File: src/rtl/uart_boot_loader_pkg.sv
// Shared definitions for the UART boot loader.
//   boot_state_e : loader FSM states (CHECK is only reachable when the
//                  BOOT_CHECKSUM_EN macro is defined)
//   WORD_BYTES   : bytes packed into one instruction word
//   cnt_width()  : width of the image byte counter (at least 2 bits so the
//                  low two bits always give the byte lane)
package uart_boot_loader_pkg;

  localparam int WORD_BYTES = 4;

  typedef enum logic [2:0] {
    ST_IDLE,
    ST_LOAD,
    ST_CHECK,
    ST_DONE,
    ST_ERROR
  } boot_state_e;

  function automatic int cnt_width(input int image_bytes);
    return ($clog2(image_bytes) < 2) ? 2 : $clog2(image_bytes);
  endfunction

endpackage

File: src/rtl/boot_word_packer.sv
// Byte-to-word packer for the boot loader.
// Steers each accepted byte into its little-endian lane of a 32-bit word and
// emits a one-cycle write strobe the cycle after the byte that completes a
// word (lane 3) or the last image byte (partial word, upper lanes zero).
// Ports:
//   clk, rst_n   clock, asynchronous active-low reset
//   clear        synchronous return to the start-of-image state
//   byte_valid   accept byte_data this cycle
//   byte_data    byte to pack
//   byte_lane    lane (0..3) the byte lands in
//   byte_last    byte is the final image byte (forces a flush)
//   mem_we       1-cycle instruction-RAM write strobe
//   mem_addr     word address for mem_we (BASE_ADDR + word index, wraps)
//   mem_wdata    packed word for mem_we
module boot_word_packer #(
  parameter int          ADDR_W    = 8,
  parameter int unsigned BASE_ADDR = 0
) (
  input  logic              clk,
  input  logic              rst_n,
  input  logic              clear,
  input  logic              byte_valid,
  input  logic [7:0]        byte_data,
  input  logic [1:0]        byte_lane,
  input  logic              byte_last,
  output logic              mem_we,
  output logic [ADDR_W-1:0] mem_addr,
  output logic [31:0]       mem_wdata
);

  localparam logic [ADDR_W-1:0] BASE = ADDR_W'(BASE_ADDR);

  logic [31:0]       word_buf;
  logic [31:0]       word_next;
  logic [ADDR_W-1:0] word_addr;
  logic              flush;

  always_comb begin
    // Lane 0 starts a fresh word, so stale bytes never leak into a partial
    // final word.
    word_next = (byte_lane == 2'd0) ? '0 : word_buf;
    word_next[{byte_lane, 3'b000} +: 8] = byte_data;
    flush = byte_valid && ((byte_lane == 2'd3) || byte_last);
  end

  // NOTE: sequential state uses non-blocking assignments so every register
  // samples the pre-edge values, independent of statement order.
  always_ff @(posedge clk or negedge rst_n) begin
    if (!rst_n) begin
      word_buf  <= '0;
      word_addr <= BASE;
      mem_we    <= 1'b0;
      mem_addr  <= BASE;
      mem_wdata <= '0;
    end else if (clear) begin
      word_buf  <= '0;
      word_addr <= BASE;
      mem_we    <= 1'b0;
      mem_addr  <= BASE;
      mem_wdata <= '0;
    end else begin
      mem_we <= flush;
      if (byte_valid) word_buf <= word_next;
      if (flush) begin
        mem_addr  <= word_addr;
        mem_wdata <= word_next;
        word_addr <= word_addr + 1'b1;  // wraps modulo 2**ADDR_W
      end
    end
  end

endmodule

File: src/rtl/uart_boot_loader.sv
// UART boot loader: receives IMAGE_BYTES bytes from the UART RX byte stage,
// packs them little-endian into 32-bit words written to CPU instruction RAM,
// and holds the CPU in reset until the image is complete.
// Optional feature macro: BOOT_CHECKSUM_EN -- expect one extra byte after the
// image; the 8-bit sum of all image bytes plus that byte must be zero.
// Ports:
//   clk, rst_n     system clock, asynchronous active-low reset
//   rx_valid       1-cycle strobe, rx_data holds a received byte
//   rx_data        received byte
//   rx_frame_err   1-cycle strobe, framing error on the current frame
//   reload         return to IDLE from DONE/ERROR
//   mem_we         1-cycle instruction-RAM write strobe
//   mem_addr       word address for mem_we
//   mem_wdata      word data for mem_we
//   cpu_rst_n      registered CPU reset, high only once the load completed
//   boot_done      image loaded (sticky until reload)
//   boot_err       load aborted (sticky until reload)
module uart_boot_loader #(
  parameter int          IMAGE_BYTES    = 112,
  parameter int          ADDR_W         = 8,
  parameter int unsigned BASE_ADDR      = 0,
  parameter int          TIMEOUT_CYCLES = 1_000_000
) (
  input  logic              clk,
  input  logic              rst_n,
  input  logic              rx_valid,
  input  logic [7:0]        rx_data,
  input  logic              rx_frame_err,
  input  logic              reload,
  output logic              mem_we,
  output logic [ADDR_W-1:0] mem_addr,
  output logic [31:0]       mem_wdata,
  output logic              cpu_rst_n,
  output logic              boot_done,
  output logic              boot_err
);

  import uart_boot_loader_pkg::*;

  localparam int CNT_W = cnt_width(IMAGE_BYTES);
  localparam int TMO_W = $clog2(TIMEOUT_CYCLES + 1);
  localparam logic [CNT_W-1:0] LAST_IDX = CNT_W'(IMAGE_BYTES - 1);
  localparam logic [TMO_W-1:0] TMO_LAST = TMO_W'(TIMEOUT_CYCLES - 1);

`ifdef BOOT_CHECKSUM_EN
  localparam boot_state_e AFTER_IMAGE = ST_CHECK;
`else
  localparam boot_state_e AFTER_IMAGE = ST_DONE;
`endif

  boot_state_e      state;
  boot_state_e      state_next;
  logic [CNT_W-1:0] byte_cnt;
  logic [TMO_W-1:0] tmo_cnt;
  logic             byte_accept;
  logic             byte_last;
  logic             tmo_hit;
  logic             loading;
  logic             pack_clear;
`ifdef BOOT_CHECKSUM_EN
  logic [7:0]       sum;
  logic [7:0]       sum_next;
`endif

  always_comb begin
    // NOTE: every combinational output gets a default before the case so no
    // path leaves it unassigned, which would otherwise infer a latch.
    state_next  = state;
    byte_accept = 1'b0;
    pack_clear  = 1'b0;
    byte_last   = (byte_cnt == LAST_IDX);
    tmo_hit     = (tmo_cnt == TMO_LAST);
    loading     = (state == ST_LOAD) || (state == ST_CHECK);
`ifdef BOOT_CHECKSUM_EN
    sum_next    = sum + rx_data;
`endif
    case (state)
      // A framing error before the first byte is line noise, not a failed load.
      ST_IDLE: begin
        if (rx_valid) begin
          byte_accept = 1'b1;
          state_next  = byte_last ? AFTER_IMAGE : ST_LOAD;
        end
      end
      ST_LOAD: begin
        if (rx_frame_err) begin
          state_next = ST_ERROR;  // the coincident byte is dropped
        end else if (rx_valid) begin
          byte_accept = 1'b1;
          if (byte_last) state_next = AFTER_IMAGE;
        end else if (tmo_hit) begin
          state_next = ST_ERROR;
        end
      end
`ifdef BOOT_CHECKSUM_EN
      ST_CHECK: begin
        if (rx_frame_err) begin
          state_next = ST_ERROR;
        end else if (rx_valid) begin
          state_next = (sum_next == 8'h00) ? ST_DONE : ST_ERROR;
        end else if (tmo_hit) begin
          state_next = ST_ERROR;
        end
      end
`endif
      ST_DONE, ST_ERROR: begin
        if (reload) begin
          state_next = ST_IDLE;
          pack_clear = 1'b1;
        end
      end
      default: state_next = ST_IDLE;
    endcase
  end

  always_ff @(posedge clk or negedge rst_n) begin
    if (!rst_n) state <= ST_IDLE;
    else        state <= state_next;
  end

  always_ff @(posedge clk or negedge rst_n) begin
    if (!rst_n) begin
      byte_cnt <= '0;
    end else if (pack_clear) begin
      byte_cnt <= '0;
    end else if (byte_accept) begin
      byte_cnt <= byte_last ? '0 : byte_cnt + 1'b1;
    end
  end

  // Idle-gap watchdog: restarts on every byte, runs only while a load is in
  // progress, so IDLE can wait indefinitely for the first byte.
  always_ff @(posedge clk or negedge rst_n) begin
    if (!rst_n) begin
      tmo_cnt <= '0;
    end else if (rx_valid || !loading) begin
      tmo_cnt <= '0;
    end else if (!tmo_hit) begin
      tmo_cnt <= tmo_cnt + 1'b1;
    end
  end

`ifdef BOOT_CHECKSUM_EN
  always_ff @(posedge clk or negedge rst_n) begin
    if (!rst_n) begin
      sum <= '0;
    end else if (pack_clear) begin
      sum <= '0;
    end else if (byte_accept) begin
      sum <= sum_next;
    end
  end
`endif

  // Status outputs are registered so cpu_rst_n never glitches. DONE flags
  // rise one cycle after entering DONE, i.e. the cycle after the last write,
  // and drop in the same edge that a reload leaves DONE.
  always_ff @(posedge clk or negedge rst_n) begin
    if (!rst_n) begin
      cpu_rst_n <= 1'b0;
      boot_done <= 1'b0;
      boot_err  <= 1'b0;
    end else begin
      cpu_rst_n <= (state == ST_DONE) && (state_next == ST_DONE);
      boot_done <= (state == ST_DONE) && (state_next == ST_DONE);
      boot_err  <= (state_next == ST_ERROR);
    end
  end

  boot_word_packer #(
    .ADDR_W   (ADDR_W),
    .BASE_ADDR(BASE_ADDR)
  ) u_packer (
    .clk       (clk),
    .rst_n     (rst_n),
    .clear     (pack_clear),
    .byte_valid(byte_accept),
    .byte_data (rx_data),
    .byte_lane (byte_cnt[1:0]),
    .byte_last (byte_last),
    .mem_we    (mem_we),
    .mem_addr  (mem_addr),
    .mem_wdata (mem_wdata)
  );

endmodule

File: config.mk
export PLATFORM = sky130hd
export DESIGN_NAME = uart_boot_loader
export DESIGN_NICKNAME = d
export VERILOG_FILES = /design/src/rtl/uart_boot_loader_pkg.sv /design/src/rtl/boot_word_packer.sv /design/src/rtl/uart_boot_loader.sv
export SDC_FILE = /design/constraint.sdc
export NUM_CORES = 1
export LEC_CHECK = 0
export CORE_MARGIN = 10
export CORE_UTILIZATION = 25
export DETAILED_ROUTE_END_ITERATION = 10
export MAX_ROUTING_LAYER = met4
export SYNTH_ARGS = -nofsm -noshare
export SYNTH_HDL_FRONTEND = slang
export SYNTH_SLANG_ARGS = --single-unit
File: constraint.sdc
create_clock -name clk -period 4.4 [get_ports clk]
set_clock_uncertainty 0.2 [all_clocks]
set_input_delay 1.1 -clock clk [delete_from_list [all_inputs] [get_ports clk]]
set_output_delay 1.1 -clock clk [all_outputs]
set_load 0.01 [all_outputs]
==> flow_metrics.py, run 1 <==
metrics = {
    "cts": {
        "cts_buffer_depth": 2,
        "cts_tree": "built",
        "htree_num_levels": 4,
        "ctsHoldBuffers": 0,
        "clk_latency_ns": 0.41,
        "cts_resized": 0,
        "cts.sinks": 113,
        "cts_buffers": 17,
        "cts_setup_buffers": 0,
        "clockRootBuffer": "clkbuf_16",
        "clk_transition_reported_paths_ns": 0.05,
    },
    "drt": {
        "vias": 3918,
        "drc_errors": 0,
        "dr.pass1.iters": 6,
        "viasPerCell": 4.609,
        "drtIter0Drc": 164,
        "ant_nets": 0,
        "routed_wirelength_mm": 13.08,
        "wl_per_cell_um": 15.39,
    },
    "final_layout": {
        "stdcell_count": 850,
        "fin_nets": 590,
        "nFillCells": 2048,
        "synthToLayoutAreaGrowth_pct": 27.95,
        "layout-drive-gt1-share_pct": 8.448,
        "antenna_cells": 0,
    },
    "synthesis": {
        "synth-simple-area-share_pct": 19.19,
        "synth_top_family_by_area": "simple AND/OR/NAND/NOR gates",
        "synth-compound-area-share_pct": 15.97,
        "synth_xor_area_share_pct": 3.750,
        "ys_seq_area_share_pct": 55.03,
        "synth.ff_latch_count": 113,
        "synthCells": 516,
        "synth_fa_ha_area_share_pct": 1.948,
        "synth_mux_area_share_pct": 0.9983,
        "syn_avg_cell_area_um2": 9.959,
        "synth_flop_cell": "dfrtp_1",
        "synth.distinct_cells": 50,
        "yosys_warnings": 0,
        "synth_nets": 537,
        "syn_area_mm2": 0.005139,
        "async_reset_ff_share_pct": 100.0,
        "synth-edff-count": 0,
    },
    "worst_setup_path": {
        "required_ns": 4.54,
        "reg2reg_depth": 5,
        "worstSetupPathType": "in -> reg",
        "r2r-start": "byte_cnt[0]",
        "startpoint_type": "primary input",
        "reg2reg_to": "u_packer.word_buf[20]",
        "critical_path.max_fanout": 22,
        "r2r_setup_slack_ns": 1.69,
        "critPathCaptureType": "flop",
        "arrival_ns": 3.17,
    },
    "floorplan": {
        "start_util_pct": 25.40,
        "coreArea_mm2": 0.02023,
        "rows": 52,
        "dieHeight_um": 163.4,
        "io_pins": 57,
        "die_w_um": 163.4,
        "die_area_mm2": 0.02669,
    },
    "place": {
        "portBuffers": 56,
        "dp_cells": 820,
        "hpwlAfterDp_mm": 8.670,
        "finalWeightedCongestion": 0.7747,
    },
    "global_route": {
        "overflow": 0,
        "grt_use_total_pct": 10.49,
        "grt_pass1_vias": 4037,
        "grt_pass1_wl_mm": 21.79,
        "grt_max_degree": 59,
        "antenna_found_initial": 0,
    },
    "power_and_ir_drop": {
        "power.density_mw_per_mm2": 557.5,
        "vdd.ir_drop.worst_mv": 0.1911,
        "leakagePower_nw": 2.786,
    },
    "sta": {
        "relSlewSlack_pct": 40.90,
        "rsz0062_at_grt": "false",
        "hold_viol": 0,
        "period_needed_ns": 3.027,
        "period_share_pct": 68.80,
        "fmax_mhz": 330.3,
        "drv_slew": 0,
        "fin_tns_setup_ns": 0,
        "worst_pin_slew_ns": 0.8797,
        "setup_viol": 0,
        "fin_hold_ws_ns": 0.2665,
    },
    "status": {
        "status": "completed",
    },
    "hold_path": {
        "min_path_cells": 1,
        "hold_end": "u_packer.word_buf[29]",
        "hp-class": "reg -> reg",
        "min_from": "u_packer.word_buf[29]",
    },
    "flow_run": {
        "drv_cap": 0,
    },
}
layout by cell type (no fill, tap or decap), types with 2 or more instances in the layout:
master | Yosys | final
and2_1 | 3 | 3
nand3_1 | 19 | 19
bufinv_16 | 0 | 3
nor2_1 | 43 | 42
dfrtp_1 | 113 | 113
or3_1 | 3 | 3
o2bb2ai_1 | 6 | 6
clkinv_2 | 0 | 5
xnor2_1 | 4 | 4
clkbuf_16 | 0 | 17
o21ai_0 | 43 | 43
clkinvlp_4 | 0 | 2
a22oi_1 | 16 | 16
nand4_1 | 8 | 8
a21oi_1 | 30 | 30
a21o_1 | 3 | 3
mux2i_1 | 4 | 4
nor2b_1 | 14 | 14
clkdlybuf4s50_1 | 0 | 55
and4_1 | 3 | 3
buf_4 | 1 | 10
a22o_1 | 22 | 22
nand2b_1 | 9 | 9
inv_1 | 3 | 3
nor4_1 | 2 | 2
o2111ai_1 | 2 | 2
and3_1 | 3 | 3
clkbuf_8 | 0 | 2
xor2_1 | 18 | 18
nor3_1 | 9 | 9
nand2_1 | 76 | 76
o22ai_1 | 2 | 2
ha_1 | 8 | 8
power breakdown:
group          internal [mW]  total [mW]  switching, mW  leakage [nW]
sequential              1.22        1.35          0.133          1.56
clock                  0.908        1.37          0.464         0.290
combinational          0.364       0.945          0.581         0.933
final cells by class:
cell class | instances | area, um2 | area share, %
timing repair buffer | 66 | 645.6 | 9.819
sequential | 113 | 2828 | 43.01
clock buffer | 19 | 452.9 | 6.889
tap | 270 | 337.8 | 5.138
clock inverter | 11 | 138.9 | 2.112
multi-input combinational | 367 | 2157 | 32.81
inverter | 4 | 15.01 | 0.2284
critical path, cell delays in order:
cell	delay, ns
clkdlybuf4s50_1	0.56
a21oi_1	0.12
nand3_1	0.15
inv_2	0.05
nor2_2	0.60
buf_4	0.39
a22o_1	0.19
cell families after synthesis:
logic type,after synthesis
AND/OR/NAND/NOR,203
AO/OA/AOI/OAI,129
flip-flops,113
buffers and inverters,36
XOR/XNOR,22
adder cells (fa/ha/maj),8
multiplexers,5
flip-flops by register name (all words and copies together) (netlist names):
register	flops
boot_done	1
boot_err	1
state	3
u_packer.word_addr	8
byte_cnt	7
u_packer.mem_wdata	32
u_packer.word_buf	32
u_packer.mem_addr	8
u_packer.mem_we	1
tmo_cnt	20
stage by stage:
step	area [um2]	power [mW]	util [%]	setup WS [ns]
CTS	6575	3.712	32.49	1.374
global placement	5983	2.310	29.57	0.9782
floorplan	5139	1.931	-	1.896
global route	6575	3.885	32.49	1.191
detailed placement	5983	2.320	29.57	0.9523
finish	6575	3.666	32.49	1.373
worst max path at each step:
stage                            start                      to
after floorplan               rx_valid             byte_cnt[5]
after global placement    rx_frame_err  u_packer.mem_wdata[29]
after detailed placement  rx_frame_err  u_packer.mem_wdata[26]
after CTS                 rx_frame_err  u_packer.mem_wdata[26]
after global routing      rx_frame_err   u_packer.mem_wdata[5]
final                     rx_frame_err  u_packer.mem_wdata[26]
layer usage:
metal | part of all wire, % | wire length (um) | up-vias | global-route usage, %
met5 | 0 | 0 | - | -
met4 | 1.6 | 205 | 0 | 4.426
met3 | 5.4 | 711 | 13 | 2.618
met2 | 45 | 5843 | 84 | 15.22
met1 | 48 | 6323 | 1904 | 13.61
li1 | - | - | 1917 | -
Yosys cell counts, types with 9 or more instances:
cell type,n,area [um2]
a21oi_1,30,150.1
a22o_1,22,192.7
a22oi_1,16,120.1
buf_2,10,50.05
clkbuf_1,16,60.06
dfrtp_1,113,2828
nand2_1,76,285.3
nand2b_1,9,56.30
nand3_1,19,95.09
nor2_1,43,161.4
nor2b_1,14,87.58
nor3_1,9,45.04
o21ai_0,43,215.2
xor2_1,18,157.7
(Power assumes the default switching activity.)
==> run 2, diff against run 1 <==
==> constraint.sdc (replaced) <==
create_clock -name clk -period 2.8 [get_ports clk]
set_clock_uncertainty 0.2 [all_clocks]
set_input_delay 0.7 -clock clk [delete_from_list [all_inputs] [get_ports clk]]
set_output_delay 0.7 -clock clk [all_outputs]
set_load 0.01 [all_outputs]
==> flow_metrics.py, run 2 (synthesis gave the netlist of run 1 again) <==
metrics = {
    "status": {
        "status": "completed",
    },
    "floorplan": {
        "rows": 52,
        "die_w_um": 163.4,
        "io_pins": 57,
        "start_util_pct": 25.40,
        "coreArea_mm2": 0.02023,
        "die_area_mm2": 0.02669,
        "dieHeight_um": 163.4,
    },
    "worst_setup_path": {
        "r2r_setup_slack_ns": 0.48,
        "critical_path.max_fanout": 2,
        "crit_start": "u_packer.mem_wdata[28]",
        "r2r-start": "byte_cnt[0]",
        "startpoint_type": "flop",
        "crit_path_end": "mem_wdata[28]",
        "path_cells": "clkdlybuf4s50_1",
        "arrival_ns": 1.42,
        "required_ns": 1.90,
        "path_delay_family": "buffers and inverters",
        "critPathCaptureType": "primary output",
        "slowest_stage": "clkdlybuf4s50_1",
        "path_buf_inv": 1,
        "reg2reg_depth": 5,
        "reg2reg_to": "u_packer.word_buf[19]",
        "cp.depth": 1,
        "slowest_delay_ns": 0.57,
        "worstSetupPathType": "reg -> out",
    },
    "global_route": {
        "grt_max_degree": 47,
        "grt_pass1_vias": 3876,
        "grt_util_met3_pct": 3.373,
        "met1_usage_pct": 13.35,
        "use_met2_pct": 14.63,
        "overflow": 0,
        "grt_use_total_pct": 10.37,
        "busiest_layer": "met2",
        "grt_pass1_wl_mm": 21.14,
        "antenna_found_initial": 0,
    },
    "cts": {
        "clockRootBuffer": "clkbuf_16",
        "cts.sinks": 113,
        "cts_buffers": 17,
        "clk_latency_ns": 0.42,
        "ctsHoldBuffers": 0,
        "htree_num_levels": 4,
        "clk_transition_reported_paths_ns": 0.06,
        "cts_setup_buffers": 0,
        "cts_tree": "built",
        "cts_resized": 0,
        "cts_buffer_depth": 2,
    },
    "place": {
        "dp_cells": 829,
        "hpwlAfterDp_mm": 8.826,
        "portBuffers": 56,
        "finalWeightedCongestion": 0.7888,
    },
    "drt": {
        "drc_errors": 0,
        "wl_per_cell_um": 15.14,
        "vias": 3979,
        "ant_nets": 0,
        "drtIter0Drc": 279,
        "dr.pass1.iters": 4,
        "viasPerCell": 4.621,
        "routed_wirelength_mm": 13.04,
    },
    "sta": {
        "drv_slew": 0,
        "rsz0062_at_grt": "false",
        "period_share_pct": 82.92,
        "fmax_mhz": 430.7,
        "hold_viol": 0,
        "period_needed_ns": 2.322,
        "fin_tns_setup_ns": 0,
        "setup_viol": 0,
        "worst_pin_slew_ns": 0.6139,
        "relSlewSlack_pct": 58.92,
    },
    "power_and_ir_drop": {
        "vdd.ir_drop.worst_mv": 0.3723,
        "power.density_mw_per_mm2": 883.0,
        "leakagePower_nw": 2.843,
    },
    "final_layout": {
        "stdcell_count": 861,
        "fin_nets": 599,
        "layout_commonest_cell": "dfrtp_1",
        "layout-drive-gt1-share_pct": 10.15,
        "antenna_cells": 0,
        "reg_top3": "u_packer.mem_wdata: 32 flops, u_packer.word_buf: 32 flops, tmo_cnt: 20 flops",
        "synthToLayoutAreaGrowth_pct": 30.27,
        "mostFrequentLayoutCells": "113 x dfrtp_1, 76 x nand2_1, 55 x clkdlybuf4s50_1",
    },
    "flow_run": {
        "drv_cap": 0,
    },
    "hold_path": {
        "hp-class": "in -> async",
    },
}
## run 2: changes by cell type in the layout (fill, tap and decap cells not counted)
cell	delta
clkbuf_8	-1
inv_6	+3
buf_12	+2
clkinv_4	+3
clkinvlp_4	+1
buf_4	+7
clkinv_2	-4
## run 2: report_power, final
part | total, mW | internal [mW] | switching (mW)
sequential | 2.12 | 1.91 | 0.213
combinational | 1.54 | 0.627 | 0.912
clock | 2.25 | 1.43 | 0.818
total | 5.91 | 3.97 | 1.94
## run 2: per-layer routing
layer | share of wire (%) | vias up
met5 | 0 | -
met4 | 2.3 | 0
met3 | 5.6 | 15
met2 | 45 | 90
met1 | 47 | 1936
li1 | - | 1938
## run 2: stage by stage
step / instance area (um2) / total power, mW / setup WS, ns / util, % / hold WS (ns)
floorplan: 5139 / 3.034 / 0.6956 / - / 0.2044
global placement: 6076 / 3.693 / 0.08664 / 30.03 / 0.2533
CTS: 6694 / 5.983 / 0.4397 / 33.08 / 0.07089
global route: 6694 / 6.259 / 0.2615 / 33.08 / 0.08883
finish: 6694 / 5.911 / 0.4783 / 33.08 / 0.05676
detailed placement: 6076 / 3.704 / 0.06414 / 30.03 / 0.2578
## run 2: layout make-up
type,count,area [um2]
fill,2024,13540
sequential,113,2828
multi-input combinational,367,2157
timing repair buffer,75,738.2
clock buffer,18,439.2
tap,270,337.8
clock inverter,14,178.9
inverter,4,15.01
## run 2: worst min path at each step
stage | start | end | cells past startpoint | slack [ns]
after floorplan | rst_n | boot_done | 0 | 0.20
after global placement | u_packer.word_buf[29] | u_packer.word_buf[29] | 1 | 0.25
after detailed placement | u_packer.word_buf[29] | u_packer.word_buf[29] | 1 | 0.26
after CTS | rst_n | u_packer.word_addr[7] | 1 | 0.07
after global routing | rst_n | boot_err | 1 | 0.09
final | rst_n | boot_err | 1 | 0.06
==> variant 1, RTL diff (config.mk and constraints of run 2) <==
Build with the macro `BOOT_CHECKSUM_EN` defined.
--- a/src/rtl/uart_boot_loader.sv
+++ b/src/rtl/uart_boot_loader.sv
@@ -16,4 +16,6 @@
 //   boot_done      image loaded (sticky until reload)
 //   boot_err       load aborted (sticky until reload)
+`define BOOT_CHECKSUM_EN
+
 module uart_boot_loader #(
   parameter int          IMAGE_BYTES    = 112,
Formal check against the unedited RTL: same outputs for any inputs over 10 cycles, from zero or initial values and one cycle with rst_n low; that may be too few to reach the edited logic, so the function may still have changed.
==> variant 1 against run 2 <==
  * Worst setup slack got worse by 380 ps
  * Hold slack got worse by 30 ps
  * Total power increased by 17%
  * Sequential cell count increased by 8
  * Clock power increased by 8.9%
  * Die area increased by 10%
  * Synthesized area increased by 12%
  * Wire length increased by 15%
  * Count of clock-buffer cells in the layout increased by 5
  * Final cell count increased by 14%
  * Final area increased by 16%
  * Maximum frequency decreased by 14%
  * Via count increased by 16%
  * Critical path type is now input port to register
  * Critical endpoint is now boot_err
==> variant 1: results (changes against run 2) <==
.. list-table::
   :header-rows: 1

   * - Metric
     - Value
   * - Max Fanout on Critical Path
     - 4 (was 2)
   * - First-pass GRT wire length
     - 24690 um (was 21140 um)
   * - Detailed-routing iteration count for the pre-antenna-repair pass
     - 4 (unchanged)
   * - Routed wire per std cell
     - 15.37 um (was 15.14 um)
   * - Part of the Yosys area used for sequential elements
     - 0.5278 (was 0.5503)
   * - Filler-free cell count of the finished design
     - 978 (was 861)
   * - Final-layout worst hold slack
     - 27.19 ps (was 56.76 ps)
   * - Source of the critical timing path
     - rx_data[4] (was u_packer.mem_wdata[28])
   * - Fill cell total of the finished layout
     - 2188 (was 2024)
   * - Worst-case reg-to-reg path depth
     - 9 (was 5)
   * - Wire length on met2
     - 7322 um (was 5833 um)
   * - Routed wl met3
     - 658 um (was 726 um)
   * - Global routing usage summed across all routing layers
     - 0.1096 (was 0.1037)
   * - Post-CTS Setup Repair Bufs
     - 2 (was 0)
   * - Worst-case register-to-register setup slack
     - 260 ps (was 480 ps)
   * - Worst r2r src
     - sum[0] (was byte_cnt[0])
   * - Worst supply voltage drop on vdd
     - 0.4111 mV (was 0.3723 mV)
   * - Ant diodes
     - 0 (unchanged)
   * - Cell types with the largest area share after synthesis
     - dfrtp_1 (53%), nor2_1 (4.8%), nand2_1 (4.1%), o21ai_0 (3.8%), ha_1 (3.3%) (was dfrtp_1 (55%), nand2_1 (5.6%), o21ai_0 (4.2%), a22o_1 (3.7%), nor2_1 (3.1%))
   * - Avg Inst Size Synth
     - 9.977 um2 (was 9.959 um2)
   * - Status
     - finished clean (unchanged)
   * - Cell Count Post-Placement
     - 944 (was 829)
   * - Post-synth cell types
     - 58 (was 50)
   * - Iter 0 DRT Violations
     - 259 (was 279)
   * - Largest net degree at the start of global routing
     - 55 (was 47)
   * - Final layout net count
     - 709 (was 599)
   * - Met3 track utilization from global routing
     - 0.02292 (was 0.03373)
   * - Endpoint arrival time on the critical path
     - 2810 ps (was 1420 ps)
   * - Worst-Margin Slew
     - 547.3 ps (was 613.9 ps)
   * - LEAKAGE
     - 3.398 nW (was 2.843 nW)
   * - Number of antenna violations at the first check in global routing
     - 0 (unchanged)
   * - Final worst setup slack
     - 95.45 ps (was 478.3 ps)
   * - Vias in the first global route
     - 4594 (was 3876)
   * - Met1 track demand over resource in global routing
     - 0.1341 (was 0.1335)
   * - Reg-to-Reg End
     - boot_err (was u_packer.word_buf[19])
   * - Met1 Routed Length
     - 6826 um (was 6180 um)
   * - Global placer's final weighted congestion
     - 0.8606 (was 0.7888)
   * - Proportion of layout cells with a drive suffix above 1
     - 0.1659 (was 0.1015)
   * - Hpwl dp
     - 10820 um (was 8826 um)
   * - Avg Vias per Cell
     - 4.711 (was 4.621)
   * - Number of gates resized after CTS
     - 7 (was 0)
   * - Met2 GRT Util
     - 0.1733 (was 0.1463)
   * - Type of the worst setup path
     - input port to register (was register to output pin)
   * - Net Count, Synth
     - 604 (was 537)
   * - Pre-CTS setup slack
     - -672.5 ps (was 64.14 ps)
[variant 1: cell count changes in the layout (fill, tap and decap cells not counted), sizes merged, moves of 5 or more]
| cell | run 2 | this run |
|---|---|---|
| buf | 20 | 60 |
| nor2 | 43 | 74 |
| a211oi | 0 | 18 |
| nand2 | 76 | 63 |
| xnor2 | 4 | 16 |
| nand3 | 19 | 9 |
| dfrtp | 113 | 121 |
| a21o | 3 | 10 |
| a22oi | 16 | 23 |
| ha | 8 | 15 |
| xor2 | 18 | 11 |
| clkbuf | 18 | 23 |
| nand4 | 9 | 4 |
| o2bb2ai | 6 | 1 |
[variant 1: logic make-up (layout without fill, tap and decap cells)]
kind of cell,Yosys count,after routing,synth area share
and+or+nand+nor,208,208,0.1710
AOI/OAI and AO/OA,164,164,0.1922
DFF,121,121,0.5278
buffers and inverters,37,155,0.02813
xor gates and xnor gates,27,27,0.04122
adders and majority gates,16,16,0.03621
muxes,2,2,0.003490
[variant 1: report_power, final]
group / switching [mW] / leakage (nW) / internal (mW) / total [mW]
Clock: 0.812 / 0.326 / 1.64 / 2.45
Sequential: 0.253 / 1.64 / 2.08 / 2.33
Combinational: 1.12 / 1.43 / 0.995 / 2.11
[variant 1: critical path: stages]
cell             delay, ps
clkdlybuf4s50_1        420
ha_1                   310
buf_4                  140
a21oi_1                170
o31ai_2                110
buf_4                  150
nand2b_1               140
a32oi_2                260
a31oi_1                150
a211o_1                230
[variant 1: area by class of cell]
class	instances	area (um2)	area share
repair buffers	115	1090	0.1403
flip-flops and latches	121	3028	0.3899
multi-input cells	417	2594	0.3340
well taps	285	356.6	0.04592
clock buffers	23	508.0	0.06542
clock inverters	9	158.9	0.02046
inverters	8	30.03	0.003867
==> variant 2, RTL diff (flow settings as in run 2) <==
Made on the original files. Re-encode `boot_state_e` (5 states) as one-hot, 5 bits wide.
--- a/src/rtl/uart_boot_loader_pkg.sv
+++ b/src/rtl/uart_boot_loader_pkg.sv
@@ -9,10 +9,10 @@
   localparam int WORD_BYTES = 4;
 
-  typedef enum logic [2:0] {
-    ST_IDLE,
-    ST_LOAD,
-    ST_CHECK,
-    ST_DONE,
-    ST_ERROR
+  typedef enum logic [4:0] {
+    ST_IDLE  = 5'b00001,
+    ST_LOAD  = 5'b00010,
+    ST_CHECK = 5'b00100,
+    ST_DONE  = 5'b01000,
+    ST_ERROR = 5'b10000
   } boot_state_e;
 
Check against the original RTL: no difference found for any inputs over 10 cycles, from zero or initial values and one cycle with rst_n low; not proved beyond that.
==> variant 2 against run 2 <==
  * Sequential cell count is 2 higher
  * Final area is 3.7% higher
  * Die area is 3.5% higher
  * Synthesized cell count is 4.3% higher
  * Worst setup slack better by 30 ps
  * Critical endpoint is now byte_cnt[4]
  * Synthesized area is 4.0% higher
  * Total power is 9.0% lower
  * Wire length is 5.5% higher
  * Hold slack better by 38 ps
==> variant 2: results (changes against run 2) <==
.. list-table::
   :header-rows: 1

   * - Metric
     - Value
   * - Synth Area in Compound Gates
     - 0.1793 (was 0.1597)
   * - Largest net degree at the start of global routing
     - 81 (was 47)
   * - Critical Path End
     - byte_cnt[4] (was mem_wdata[28])
   * - Final layout net count
     - 618 (was 599)
   * - Hpwl dp
     - 9291 um (was 8826 um)
   * - Iter 0 DRT Violations
     - 401 (was 279)
   * - Global placer's final weighted congestion
     - 0.8075 (was 0.7888)
   * - Pre-CTS setup slack
     - 95.55 ps (was 64.14 ps)
   * - First-pass GRT wire length
     - 22950 um (was 21140 um)
   * - Proportion of layout cells with a drive suffix above 1
     - 0.1133 (was 0.1015)
   * - Critical Path Max Stage Delay
     - 550 ps (was 570 ps)
   * - Routed wire per std cell
     - 15.55 um (was 15.14 um)
   * - Synthesized netlist cell count
     - 538 (was 516)
   * - Vias in the first global route
     - 4267 (was 3876)
   * - Max Fanout on Critical Path
     - 6 (was 2)
   * - Detailed-routing iteration count for the pre-antenna-repair pass
     - 5 (was 4)
   * - Post-synth cell types
     - 56 (was 50)
   * - Commonest cells in the netlist
     - dfrtp_1 (114), nand3_1 (89), o21ai_0 (82) (was dfrtp_1 (113), nand2_1 (76), nor2_1 (43), o21ai_0 (43), a21oi_1 (30))
   * - Area of the multi-input gates
     - 0.002267 mm2 (was 0.002157 mm2)
   * - Worst-case register-to-register setup slack
     - 550 ps (was 480 ps)
   * - Worst-Margin Slew
     - 591.2 ps (was 613.9 ps)
   * - Cell Area, Placed
     - 0.006334 mm2 (was 0.006076 mm2)
   * - Source of the critical timing path
     - rx_valid (was u_packer.mem_wdata[28])
   * - Net Count, Synth
     - 559 (was 537)
   * - Share of synthesized area spent on multiplexers
     - 0.001872 (was 0.009983)
   * - Avg Vias per Cell
     - 4.914 (was 4.621)
   * - Cell Count Post-Placement
     - 853 (was 829)
   * - Worst r2r src
     - tmo_cnt[0] (was byte_cnt[0])
   * - Synthesized-area fraction occupied by xor and xnor cells
     - 0.01966 (was 0.03750)
   * - Worst supply voltage drop on vdd
     - 0.3845 mV (was 0.3723 mV)
   * - Cell types with the largest area share after synthesis
     - dfrtp_1 (53%), nand3_1 (8.3%), o21ai_0 (7.7%), a22oi_1 (4.4%), clkbuf_1 (1.9%) (was dfrtp_1 (55%), nand2_1 (5.6%), o21ai_0 (4.2%), a22o_1 (3.7%), nor2_1 (3.1%))
   * - Status
     - finished clean (unchanged)
## variant 2: cell types whose count changed after synthesis, sizes merged, moves of 15 or more
cell,delta
a22oi,+15
o21ai,+41
a22o,-22
nand3,+70
nor2,-20
nand2,-60
a21oi,-16
## variant 2: per-layer routing
metal  wire [um]  global-route usage
met1        6751              0.1363
met2        6122              0.1438
met3         695             0.02603
met4         181             0.04506
met5           0                   -
## variant 2: logic make-up (layout without fill, tap and decap cells)
group,Yosys count,after routing
simple gates,192,192
compound gates,159,159
flops,115,115
buf+inv,50,121
xor+xnor,12,12
fa+ha+maj,8,8
other cells,1,1
mux,1,1
## variant 2: worst max-delay path, delay by kind of cell
| kind | cells | cell delay, ps |
|---|---|---|
| simple gates | 2 | 890 |
| buf+inv | 1 | 550 |
| compound gates | 2 | 290 |
## variant 2: where the power goes
part	internal (mW)	total [mW]	switching, mW
registers	1.92	2.11	0.189
clock network	1.40	2.20	0.799
logic	0.486	1.06	0.579
total	3.81	5.38	1.57
## variant 2: worst min path at each step
stage | start | depth (start not counted) | slack [ps] | end
finish | rst_n | 1 | 90 | u_packer.word_addr[2]
global route | rst_n | 1 | 130 | u_packer.word_addr[2]
CTS | rst_n | 1 | 110 | u_packer.word_addr[2]
detailed placement | u_packer.mem_wdata[8] | 2 | 290 | u_packer.mem_wdata[8]
global placement | u_packer.word_buf[14] | 2 | 280 | u_packer.word_buf[14]
floorplan | rst_n | 0 | 200 | boot_done
## variant 2: cell type report
cell class | count | area share
Sequential cell | 115 | 0.4149
Multi-Input combinational cell | 373 | 0.3267
Timing Repair Buffer | 78 | 0.1150
Clock buffer | 17 | 0.06131
Tap cell | 275 | 0.04959
Clock inverter | 14 | 0.02596
Inverter | 12 | 0.006491
